--- src/rtl/lfsr_pkg.sv ---
// ---------------------------------------------------------------------------
// lfsr_pkg
// Tap table and reset/lock-up helpers shared by the LFSR generator.
// Rev 1.0 - initial release
// ---------------------------------------------------------------------------
`default_nettype none

package lfsr_pkg;

   // Feedback tap set. Bit indices are zero-based positions in the register.
   // Widths with a maximal-length trinomial use t1/t2 only. For widths where no
   // two-tap maximal sequence exists, four taps are needed to keep the period
   // at 2^WIDTH-1, and 'four' selects the extra pair t3/t4.
   typedef struct packed {
      logic [4:0] t1;
      logic [4:0] t2;
      logic [4:0] t3;
      logic [4:0] t4;
      logic       four;
   } taps_t;

   localparam int MIN_WIDTH = 3;
   localparam int MAX_WIDTH = 32;

   function automatic taps_t mk2(input int a, input int b);
      taps_t t;
      t.t1   = 5'(a);
      t.t2   = 5'(b);
      t.t3   = 5'd0;
      t.t4   = 5'd0;
      t.four = 1'b0;
      return t;
   endfunction

   function automatic taps_t mk4(input int a, input int b, input int c, input int d);
      taps_t t;
      t.t1   = 5'(a);
      t.t2   = 5'(b);
      t.t3   = 5'(c);
      t.t4   = 5'(d);
      t.four = 1'b1;
      return t;
   endfunction

   // Maximal-length taps for 3..32 bits (e.g. 10 -> 9,6; 4 -> 3,2).
   function automatic taps_t lfsr_taps(input int width);
      case (width)
         3:       return mk2( 2,  1);
         4:       return mk2( 3,  2);
         5:       return mk2( 4,  2);
         6:       return mk2( 5,  4);
         7:       return mk2( 6,  5);
         8:       return mk4( 7,  5,  4,  3);
         9:       return mk2( 8,  4);
         10:      return mk2( 9,  6);
         11:      return mk2(10,  8);
         12:      return mk4(11,  5,  3,  0);
         13:      return mk4(12,  3,  2,  0);
         14:      return mk4(13,  4,  2,  0);
         15:      return mk2(14, 13);
         16:      return mk4(15, 14, 12,  3);
         17:      return mk2(16, 13);
         18:      return mk2(17, 10);
         19:      return mk4(18,  5,  1,  0);
         20:      return mk2(19, 16);
         21:      return mk2(20, 18);
         22:      return mk2(21, 20);
         23:      return mk2(22, 17);
         24:      return mk4(23, 22, 21, 16);
         25:      return mk2(24, 21);
         26:      return mk4(25,  5,  1,  0);
         27:      return mk4(26,  4,  1,  0);
         28:      return mk2(27, 24);
         29:      return mk2(28, 26);
         30:      return mk4(29,  5,  3,  0);
         31:      return mk2(30, 27);
         32:      return mk4(31, 21,  1,  0);
         default: return mk2( 2,  1);
      endcase
   endfunction

   // The one state the feedback maps onto itself: all-ones for XNOR, zero for XOR.
   function automatic logic [31:0] lfsr_lockup(input int width, input int xnor_fb);
      logic [31:0] v;
      v = 32'd0;
      if (xnor_fb != 0) begin
         for (int i = 0; i < 32; i++) begin
            if (i < width) v[i] = 1'b1;
         end
      end
      return v;
   endfunction

   // Start state: all-zeros for XNOR, one for XOR (never the lock-up state).
   function automatic logic [31:0] lfsr_rst_val(input int width, input int xnor_fb);
      if (width < MIN_WIDTH) return 32'd1;
      return (xnor_fb != 0) ? 32'd0 : 32'd1;
   endfunction

endpackage

`default_nettype wire

--- src/rtl/lfsr_gen_step.sv ---
// ---------------------------------------------------------------------------
// lfsr_step
// Combinational single-shift next-state function of the LFSR.
// Rev 1.0 - initial release
// ---------------------------------------------------------------------------
`default_nettype none

module lfsr_step
   import lfsr_pkg::*;
#(
   parameter int WIDTH   = 10,
   parameter int XNOR_FB = 1
) (
   input  logic [WIDTH-1:0] cur,
   output logic [WIDTH-1:0] nxt
);

   localparam taps_t TAPS = lfsr_taps(WIDTH);
   localparam int    T1   = int'(TAPS.t1);
   localparam int    T2   = int'(TAPS.t2);
   localparam int    T3   = int'(TAPS.t3);
   localparam int    T4   = int'(TAPS.t4);

   logic raw;
   logic fb;

   generate
      if (TAPS.four) begin : g_four_tap
         assign raw = cur[T1] ^ cur[T2] ^ cur[T3] ^ cur[T4];
      end else begin : g_two_tap
         assign raw = cur[T1] ^ cur[T2];
      end
   endgenerate

   // XNOR feedback keeps all-zeros as a legal state and makes all-ones the trap.
   assign fb  = (XNOR_FB != 0) ? ~raw : raw;
   assign nxt = {cur[WIDTH-2:0], fb};

endmodule

`default_nettype wire

--- src/rtl/lfsr_gen.sv ---
// ---------------------------------------------------------------------------
// lfsr_gen
// Parametrised XNOR/XOR LFSR with multi-step advance, seed load and
// lock-up seed substitution.
// Optional macro LFSR_PERIOD_CHECK_EN adds period_cnt / period_done.
// Rev 1.0 - initial release
// ---------------------------------------------------------------------------
`default_nettype none

module lfsr_gen
   import lfsr_pkg::*;
#(
   parameter int WIDTH   = 10,
   parameter int XNOR_FB = 1,
   parameter int STEPS   = 1
) (
   input  logic             clk,
   input  logic             reset,
   input  logic             en,
   input  logic             load,
   input  logic [WIDTH-1:0] seed,
   output logic [WIDTH-1:0] lfsr,
   output logic             rnd_bit,
   output logic             lockup_fix
`ifdef LFSR_PERIOD_CHECK_EN
   ,
   output logic [WIDTH:0]   period_cnt,
   output logic             period_done
`endif
);

   localparam logic [WIDTH-1:0] RST_VAL = WIDTH'(lfsr_rst_val(WIDTH, XNOR_FB));
   localparam logic [WIDTH-1:0] LOCKUP  = WIDTH'(lfsr_lockup(WIDTH, XNOR_FB));

   // chain[0] is the current state, chain[STEPS] the state after STEPS shifts.
   logic [WIDTH-1:0] chain [0:STEPS];
   logic             seed_is_lockup;

   assign chain[0]       = lfsr;
   assign seed_is_lockup = (seed == LOCKUP);

   generate
      for (genvar g = 0; g < STEPS; g++) begin : g_step
         lfsr_step #(
            .WIDTH   (WIDTH),
            .XNOR_FB (XNOR_FB)
         ) u_step (
            .cur (chain[g]),
            .nxt (chain[g+1])
         );
      end
   endgenerate

   // State register: reset > load (with lock-up substitution) > en > hold.
   always_ff @(posedge clk) begin
      if (reset) begin
         lfsr       <= RST_VAL;
         lockup_fix <= 1'b0;
      end else if (load) begin
         lfsr       <= seed_is_lockup ? RST_VAL : seed;
         lockup_fix <= seed_is_lockup;
      end else begin
         lockup_fix <= 1'b0;
         if (en) lfsr <= chain[STEPS];
      end
   end

   assign rnd_bit = lfsr[0];

`ifdef LFSR_PERIOD_CHECK_EN
   logic [WIDTH-1:0] start_val;
   logic             wrap_pending;
   logic [WIDTH:0]   cnt_base;
   logic [WIDTH:0]   cnt_inc;

   // After a completed period the next enabled step counts from zero again.
   always_comb begin
      cnt_base = wrap_pending ? '0 : period_cnt;
      cnt_inc  = (&cnt_base) ? cnt_base : cnt_base + (WIDTH+1)'(1);
   end

   // Step counter and period-complete detector against the start state.
   always_ff @(posedge clk) begin
      if (reset || load) begin
         period_cnt   <= '0;
         period_done  <= 1'b0;
         wrap_pending <= 1'b0;
         start_val    <= (reset || seed_is_lockup) ? RST_VAL : seed;
      end else if (en) begin
         period_cnt   <= cnt_inc;
         period_done  <= (chain[STEPS] == start_val);
         wrap_pending <= (chain[STEPS] == start_val);
      end else begin
         period_done  <= 1'b0;
      end
   end
`endif

endmodule

`default_nettype wire

--- config.mk ---
export PLATFORM = sky130hd
export DESIGN_NAME = lfsr_gen
export DESIGN_NICKNAME = d
export VERILOG_FILES = /design/src/rtl/lfsr_pkg.sv /design/src/rtl/lfsr_gen_step.sv /design/src/rtl/lfsr_gen.sv
export SDC_FILE = /design/constraint.sdc
export NUM_CORES = 1
export LEC_CHECK = 0
export ABC_AREA = 0
export CORE_MARGIN = 4
export CORE_UTILIZATION = 43
export DETAILED_ROUTE_END_ITERATION = 12
export PLACE_DENSITY = 0.81
export SETUP_SLACK_MARGIN = 0.4
export SLEW_MARGIN = 20
export SYNTH_ARGS = -nofsm -noshare
export SYNTH_HDL_FRONTEND = slang
export SYNTH_SLANG_ARGS = --single-unit
export TNS_END_PERCENT = 5
--- constraint.sdc ---
create_clock -name clk -period 1.75 [get_ports clk]
set_input_delay 0.35 -clock clk [delete_from_list [all_inputs] [get_ports clk]]
set_output_delay 0.35 -clock clk [all_outputs]
set_load 0.03 [all_outputs]
==> metrics.md, run 1 <==
| Metric | Value |
|---|---|
| Area fraction of the dominant cell type after synthesis | `35.63%` |
| Final ANT Viol Nets | `0` |
| Commonest cells in the synthesized netlist | `sky130_fd_sc_hd__dfxtp_1 (11), sky130_fd_sc_hd__nor3_1 (11), sky130_fd_sc_hd__nand3b_1 (10)` |
| Biggest area consumer among synthesized cells | `sky130_fd_sc_hd__dfxtp_1` |
| Number of synthesized flops with an enable pin | `0` |
| #FFs+latches synth | `11` |
| Worst vdd rail ir drop | `about 450 uV` |
| Most area-consuming cells after synthesis | `sky130_fd_sc_hd__dfxtp_1 (36%), sky130_fd_sc_hd__nand3b_1 (12%), sky130_fd_sc_hd__or4_1 (11%)` |
| Path class of the lowest-slack min-delay path | `input port to register` |
| Total negative slack for setup checks | `0 ns` |
| YS warnings | `0` |
| I/O Buffers | `25` |
| Combined area of all synthesized cells | `slightly above 600 um2` |
| Global-route wire length before repair | `2.573 mm` |
| Std cell rows | `13` |
| Critical path, cell by cell | `clkdlybuf4s50_1, nand4_1, nor3_1, buf_4, and3b_1` |
| Number of global-route vias before repair | `586` |
| Number of antenna violations at the first check in global routing | `0` |
| Placeable core area | `1334 um2` |
| Worst-margin pin slew | `0.3576 ns` |
| Post-Synthesis Cells | `75` |
| Number of buffers on the longest clock path | `2` |
| Maximum Capacitance Violations | `0` |
| Largest stage delay, worst path | `~0.5 ns` |
| Final setup fails | `0` |
| Pin count of the biggest net entering global routing | `32` |
| Clk root buf | `sky130_fd_sc_hd__clkbuf_4` |
| Post-route clock skew | `0.002779 ns` |
| Final hold violations | `0` |
| Critical path capture point type | `register` |
| Clock latency at the later pin of the worst-skew pair | `around 0.26 ns` |
| Share of the clock period used by the worst path | `approximately 83%` |
| Total non-filler cell area in the finished layout | `977.2 um2` |
| Total die area | `2108 um2` |
| Crit start category | `input port` |
| Clock tree from TritonCTS | `yes` |
| CP top delay family | `buffers and inverters` |
| Maximum achievable frequency | `688.2 MHz` |
| Static leakage | `0.4266 nW` |
| Clock Sink Count | `11` |
| Clock H-tree levels | `1` |
| Data required time at the worst endpoint | `1.96 ns` |
| Share of layout cells above drive strength 1 | `12.50%` |
| CP arrival | `roughly 1.7 ns` |
| Vias per std cell | `5.664` |
| Power Dens Cells | `roughly 670 nW/um2` |
| Worst setup path class | `input port to register` |
| Outcome | `completed` |
| Post-synth cell types | `17` |
| TritonCTS Buffers | `3` |
| Min cycle time layout | `1.453 ns` |
| Synth Net Count | `89` |
| Number of nets in the layout | `119` |
| Slowest library cell on the worst path | `sky130_fd_sc_hd__clkdlybuf4s50_1` |
| Total vias in the final route | `674` |
| Global-route total usage across every layer | `17.15%` |
| RSZ-0062 raised after global routing | `yes` |
| Max-slew violation total from the final report | `0` |
| Detailed-placement wirelength estimate | `about 1.1 mm` |
| Critical path peak fanout | `5` |
| WL final | `1.823 mm` |
| Sequential-to-total area share from yosys stat | `35.63%` |
| Die boundary width | `~46 um` |
| Placed standard-cell area | `914.6 um2` |
| Ys async rst share | `0%` |
| Fillcell total | `110` |
| Count of pins on the block boundary | `26` |
| Ant diodes | `0` |
| Drt drc | `0` |
| Overflow left after global routing | `0` |
| Weighted congestion at the end of routability-driven global placement | `0.7484` |
| Initial Util | `approximately 46%` |
| Vertical die dimension | `between 40 and 50 um` |
| Pre-antenna DRT Iters | `4` |
| Average wire length per cell after detail routing | `15.32 um` |
| Initial detailed-routing violation count | `12` |
| Post-synthesis to final-layout area growth | `58.10%` |
| Worst slew margin relative to its limit | `75.98%` |
| Buffer and inverter count on the worst path | `2` |
| Average instance area after synthesis | `slightly above 8 um2` |
| Post-synth top flop | `sky130_fd_sc_hd__dfxtp_1` |
| Clock slew seen by the registers of the worst setup and hold paths | `0.07 ns` |
| Number of hold buffers added after cts | `0` |
[per-stage QoR]
step           cells  setup WS [ns]  hold WS (ns)  total power [mW]  utilization [%]
3_5_place_dp     113       0.006516        0.6189            0.4871            68.57
4_1_cts          117         0.2884        0.6237            0.6444            69.42
5_1_grt          119         0.1700        0.6178            0.6896            73.26
3_3_place_gp     113        0.04697        0.6014            0.4829            68.57
2_1_floorplan     75         0.5371        0.5067            0.3937                -
6_report         119         0.2969        0.6192            0.6506            73.26
[what timing repair did]
item	4_1_cts	5_1_grt
setup buffers	0	0
hold endpoints to repair	0	0
endpoints found under the setup margin	22	23
gates cloned	0	2
gates resized for setup	12	4
[layout by cell type (no fill, tap or decap)]
cell                              count
sky130_fd_sc_hd__buf_12               2
sky130_fd_sc_hd__buf_4                5
sky130_fd_sc_hd__nor2b_1              9
sky130_fd_sc_hd__nand2_1              1
sky130_fd_sc_hd__clkdlybuf4s50_1     11
sky130_fd_sc_hd__nand4_1              2
sky130_fd_sc_hd__clkbuf_16            2
sky130_fd_sc_hd__xor2_1               1
sky130_fd_sc_hd__o21ai_1              1
sky130_fd_sc_hd__nand3b_1            10
sky130_fd_sc_hd__dlymetal6s2s_1       2
sky130_fd_sc_hd__clkbuf_4             3
sky130_fd_sc_hd__o22ai_1              1
sky130_fd_sc_hd__o21ai_0              8
sky130_fd_sc_hd__a211o_1              1
sky130_fd_sc_hd__dlygate4sd2_1       11
sky130_fd_sc_hd__clkbuf_1             1
sky130_fd_sc_hd__nor3_1              11
sky130_fd_sc_hd__or4_1                9
sky130_fd_sc_hd__and3b_1              1
sky130_fd_sc_hd__clkbuf_2             1
sky130_fd_sc_hd__dfxtp_1             11
[layout make-up]
cell class	count	area [um2]	share of cell area, %
clock buffers	4	26.28	2.689
multi-input cells	55	347.8	35.60
flip-flops and latches	11	220.2	22.54
well taps	15	18.77	1.921
repair buffers	34	364.1	37.26
[worst register-to-register path, cell delays in order, from the launching register on]
cell	delay, ns
sky130_fd_sc_hd__dfxtp_1	0.41
sky130_fd_sc_hd__nor3_1	0.08
sky130_fd_sc_hd__or4_1	0.45
sky130_fd_sc_hd__o21ai_0	0.07
[per-layer routing]
| layer | track usage, % | part of all wire [%] | up-vias |
|---|---|---|---|
| li1 | - | - | 336 |
| met1 | 23.47 | 46 | 312 |
| met2 | 24.45 | 47 | 24 |
| met3 | 4.348 | 6.9 | 2 |
| met4 | 8.523 | 0.77 | 0 |
| met5 | 0 | 0 | - |
[state kept, by name (all words and copies together) (netlist names)]
name,flops
lockup_fix,1
lfsr,10
[power by group]
group | switching (mW) | internal [mW] | leakage, nW
Clock | 0.0829 | 0.0881 | 0.0150
Combinational | 0.100 | 0.0949 | 0.320
Sequential | 0.0148 | 0.270 | 0.0913
Total | 0.198 | 0.453 | 0.427
[cells by family after synthesis]
| logic type | share of synthesized area [%] |
|---|---|
| and+or+nand+nor | 45.14 |
| AOI/OAI and AO/OA | 9.717 |
| DFF | 35.63 |
| buffers and inverters | 8.097 |
| xor gates and xnor gates | 1.417 |
[worst paths after layout]
path	to	cells after the start	from	slack, ns
hold reg to reg	lfsr[5]$_SDFFE_PP0P_	3	lfsr[4]$_SDFFE_PP0P_	0.62
hold / removal	lfsr[0]$_SDFFE_PP0P_	3	load	0.62
setup / recovery	lockup_fix$_SDFF_PP0_	5	seed[2]	0.30
setup reg to reg	lfsr[6]$_SDFFE_PP0P_	3	lfsr[6]$_SDFFE_PP0P_	0.67
(Power assumes the default switching activity.)
==> run 2: changes to the inputs <==
Settings changed: CORE_UTILIZATION 43 to 40, PLACE_DENSITY 0.81 to 0.76.
Clock period 1.75 ns to 1.5 ns, I/O delays scaled along.
==> metrics.md, run 2 (synthesized netlist as in run 1, its figures left out) <==
| Metric | Value |
|---|---|
| Outcome | `completed` |
| Highest-count cells in the layout ignoring fill and taps | `sky130_fd_sc_hd__buf_4 (16), sky130_fd_sc_hd__dlygate4sd2_1 (11), sky130_fd_sc_hd__nand3b_1 (10), sky130_fd_sc_hd__nor3_1 (10)` |
| I/O Buffers | `25` |
| Reg-to-reg slack, setup | `0.42 ns` |
| Max-slew violation total from the final report | `0` |
| Ant diodes | `0` |
| RR Startpoint | `lfsr[6]$_SDFFE_PP0P_` |
| Detailed-placement wirelength estimate | `1.194 mm` |
| Worst slew margin relative to its limit | `approximately 87%` |
| Number of antenna violations at the first check in global routing | `0` |
| Clock Sink Count | `11` |
| Share of the clock period used by the worst path | `about three quarters` |
| Count of pins on the block boundary | `26` |
| Reg2Reg Capture Point | `lfsr[6]$_SDFFE_PP0P_` |
| Vias per std cell | `5.810` |
| Clock slew seen by the registers of the worst setup and hold paths | `0.07 ns` |
| Clk root buf | `sky130_fd_sc_hd__clkbuf_4` |
| Post-route clock skew | `0.002677 ns` |
| Placeable core area | `between 1000 and 1500 um2` |
| Final ANT Viol Nets | `0` |
| Maximum achievable frequency | `907.9 MHz` |
| Total vias in the final route | `732` |
| Path class of the lowest-slack min-delay path | `input port to register` |
| Average wire length per cell after detail routing | `between 15 and 20 um` |
| Buffer and inverter count on the worst path | `1` |
| Fillcell total | `122` |
| Worst vdd rail ir drop | `505.8 uV` |
| Pre-antenna DRT Iters | `4` |
| Static leakage | `around 0.43 nW` |
| Global-route total usage across every layer | `around 19%` |
| Share of layout cells above drive strength 1 | `38.74%` |
| Overflow left after global routing | `0` |
| Drt drc | `0` |
| Std cell rows | `13` |
| Weighted congestion at the end of routability-driven global placement | `0.7827` |
| Pin count of the biggest net entering global routing | `15` |
| Largest register by flop count | `lfsr` |
| Hold path startpoint | `seed[9]` |
| Worst-margin pin slew | `roughly 0.20 ns` |
| Multi-input combinational cell area | `~360 um2` |
| Hold EP | `lfsr[9]$_SDFFE_PP0P_` |
| Flip-flop count of the largest register after layout | `10` |
| Critical path peak fanout | `3` |
| Global-route wire length before repair | `3.042 mm` |
| CP top delay family | `flip-flops` |
| Power Dens Cells | `between 700 and 800 nW/um2` |
| Crit start category | `register` |
| Die boundary width | `47.31 um` |
| Number of cells in the design after placement | `115` |
| Number of nets in the layout | `about 130` |
| Final hold violations | `0` |
| RSZ-0062 raised after global routing | `yes` |
| TritonCTS Buffers | `3` |
| Initial Util | `44.71%` |
| Initial detailed-routing violation count | `9` |
| Min cycle time layout | `1.101 ns` |
| Largest stage delay, worst path | `0.35 ns` |
| Vertical die dimension | `47.31 um` |
| Critical path capture point type | `output port` |
| Total die area | `2238 um2` |
| Number of buffers on the longest clock path | `2` |
| Data required time at the worst endpoint | `approximately 1.2 ns` |
| Clock latency at the later pin of the worst-skew pair | `0.27 ns` |
| Clock tree from TritonCTS | `yes` |
| Post-synthesis to final-layout area growth | `57.49%` |
| Number of instances on the worst hold path | `3` |
| Critical path, cell by cell | `clkbuf_4` |
| Slowest library cell on the worst path | `sky130_fd_sc_hd__dfxtp_2` |
| FF+latch area | `229.0 um2` |
| Worst-case reg-to-reg path depth | `3` |
| Leading cell type in the layout, fill and taps excluded | `sky130_fd_sc_hd__buf_4` |
| Final setup fails | `0` |
| Worst setup path class | `register to output port` |
| Number of global-route vias before repair | `~700` |
| CP arrival | `0.80 ns` |
| Clock H-tree levels | `1` |
| Registers with the most flip-flops | `lfsr: 10 flops, lockup_fix: 1 flops` |
| Maximum Capacitance Violations | `0` |
| Post-layout power | `0.7732 mW` |
| WL final | `about 1.9 mm` |
| Count of placed standard cells in the final layout, fillers left out | `126` |
## run 2: changes by cell type in the layout (fill, tap and decap cells not counted), moves of 3 or more
cell / previous run / this run
sky130_fd_sc_hd__dfxtp_2: 0 / 7
sky130_fd_sc_hd__buf_2: 0 / 3
sky130_fd_sc_hd__o21ai_0: 8 / 5
sky130_fd_sc_hd__buf_6: 0 / 8
sky130_fd_sc_hd__dfxtp_1: 11 / 4
sky130_fd_sc_hd__clkdlybuf4s50_1: 11 / 0
sky130_fd_sc_hd__buf_4: 5 / 16
## run 2: how the worst max path moves through the flow
| stage | from | endpoint | slack, ns | cells after the start |
|---|---|---|---|---|
| global placement | load | lfsr[2]$_SDFFE_PP0P_ | -0.13 | 5 |
| global route | lfsr[4]$_SDFFE_PP0P_ | lfsr[4] | 0.36 | 1 |
| CTS | lfsr[3]$_SDFFE_PP0P_ | lfsr[3] | 0.32 | 1 |
| floorplan | lfsr[9]$_SDFFE_PP0P_ | lfsr[9]$_SDFFE_PP0P_ | 0.31 | 3 |
| detailed placement | load | lfsr[2]$_SDFFE_PP0P_ | -0.16 | 5 |
| finish | lfsr[5]$_SDFFE_PP0P_ | lfsr[5] | 0.40 | 1 |
## run 2: what timing repair did
action,CTS,global route
endpoints found under the setup margin,23,22
cloned,3,1
resized for setup,82,38
pin swaps,4,0
hold endpoints to repair,0,0
buffers inserted,2,1
hold buffers,0,0
## run 2: report_power, final
part           total (mW)  internal (mW)  switching, mW
Combinational       0.229          0.109          0.120
Clock               0.206          0.103          0.103
Sequential          0.338          0.318         0.0204
## run 2: per-layer routing
metal	global-route usage [%]	vias to the layer above	wire length [um]
li1	-	351	-
met3	2.682	4	190
met2	32.35	43	839
met5	0	-	0
met4	6.630	0	20
met1	24.94	334	862
## run 2: metrics by stage
stage | setup WS [ns] | area (um2) | hold WS, ns | utilization [%] | setup TNS (ns)
2_1_floorplan | 0.3055 | 619.3 | 0.4567 | - | 0
3_3_place_gp | -0.1294 | 905.9 | 0.5974 | 65.52 | -1.137
3_5_place_dp | -0.1566 | 905.9 | 0.6200 | 65.52 | -1.320
4_1_cts | 0.3231 | 913.4 | 0.4441 | 66.06 | 0
5_1_grt | 0.3589 | 973.4 | 0.4467 | 70.41 | 0
6_report | 0.3985 | 973.4 | 0.4505 | 70.41 | 0
## run 2: cell type report
| class | count | share of cell area, % |
|---|---|---|
| Sequential cell | 11 | 23.52 |
| Timing Repair Buffer | 41 | 34.83 |
| Tap cell | 15 | 1.928 |
| Multi-Input combinational cell | 55 | 37.02 |
| Clock buffer | 4 | 2.699 |
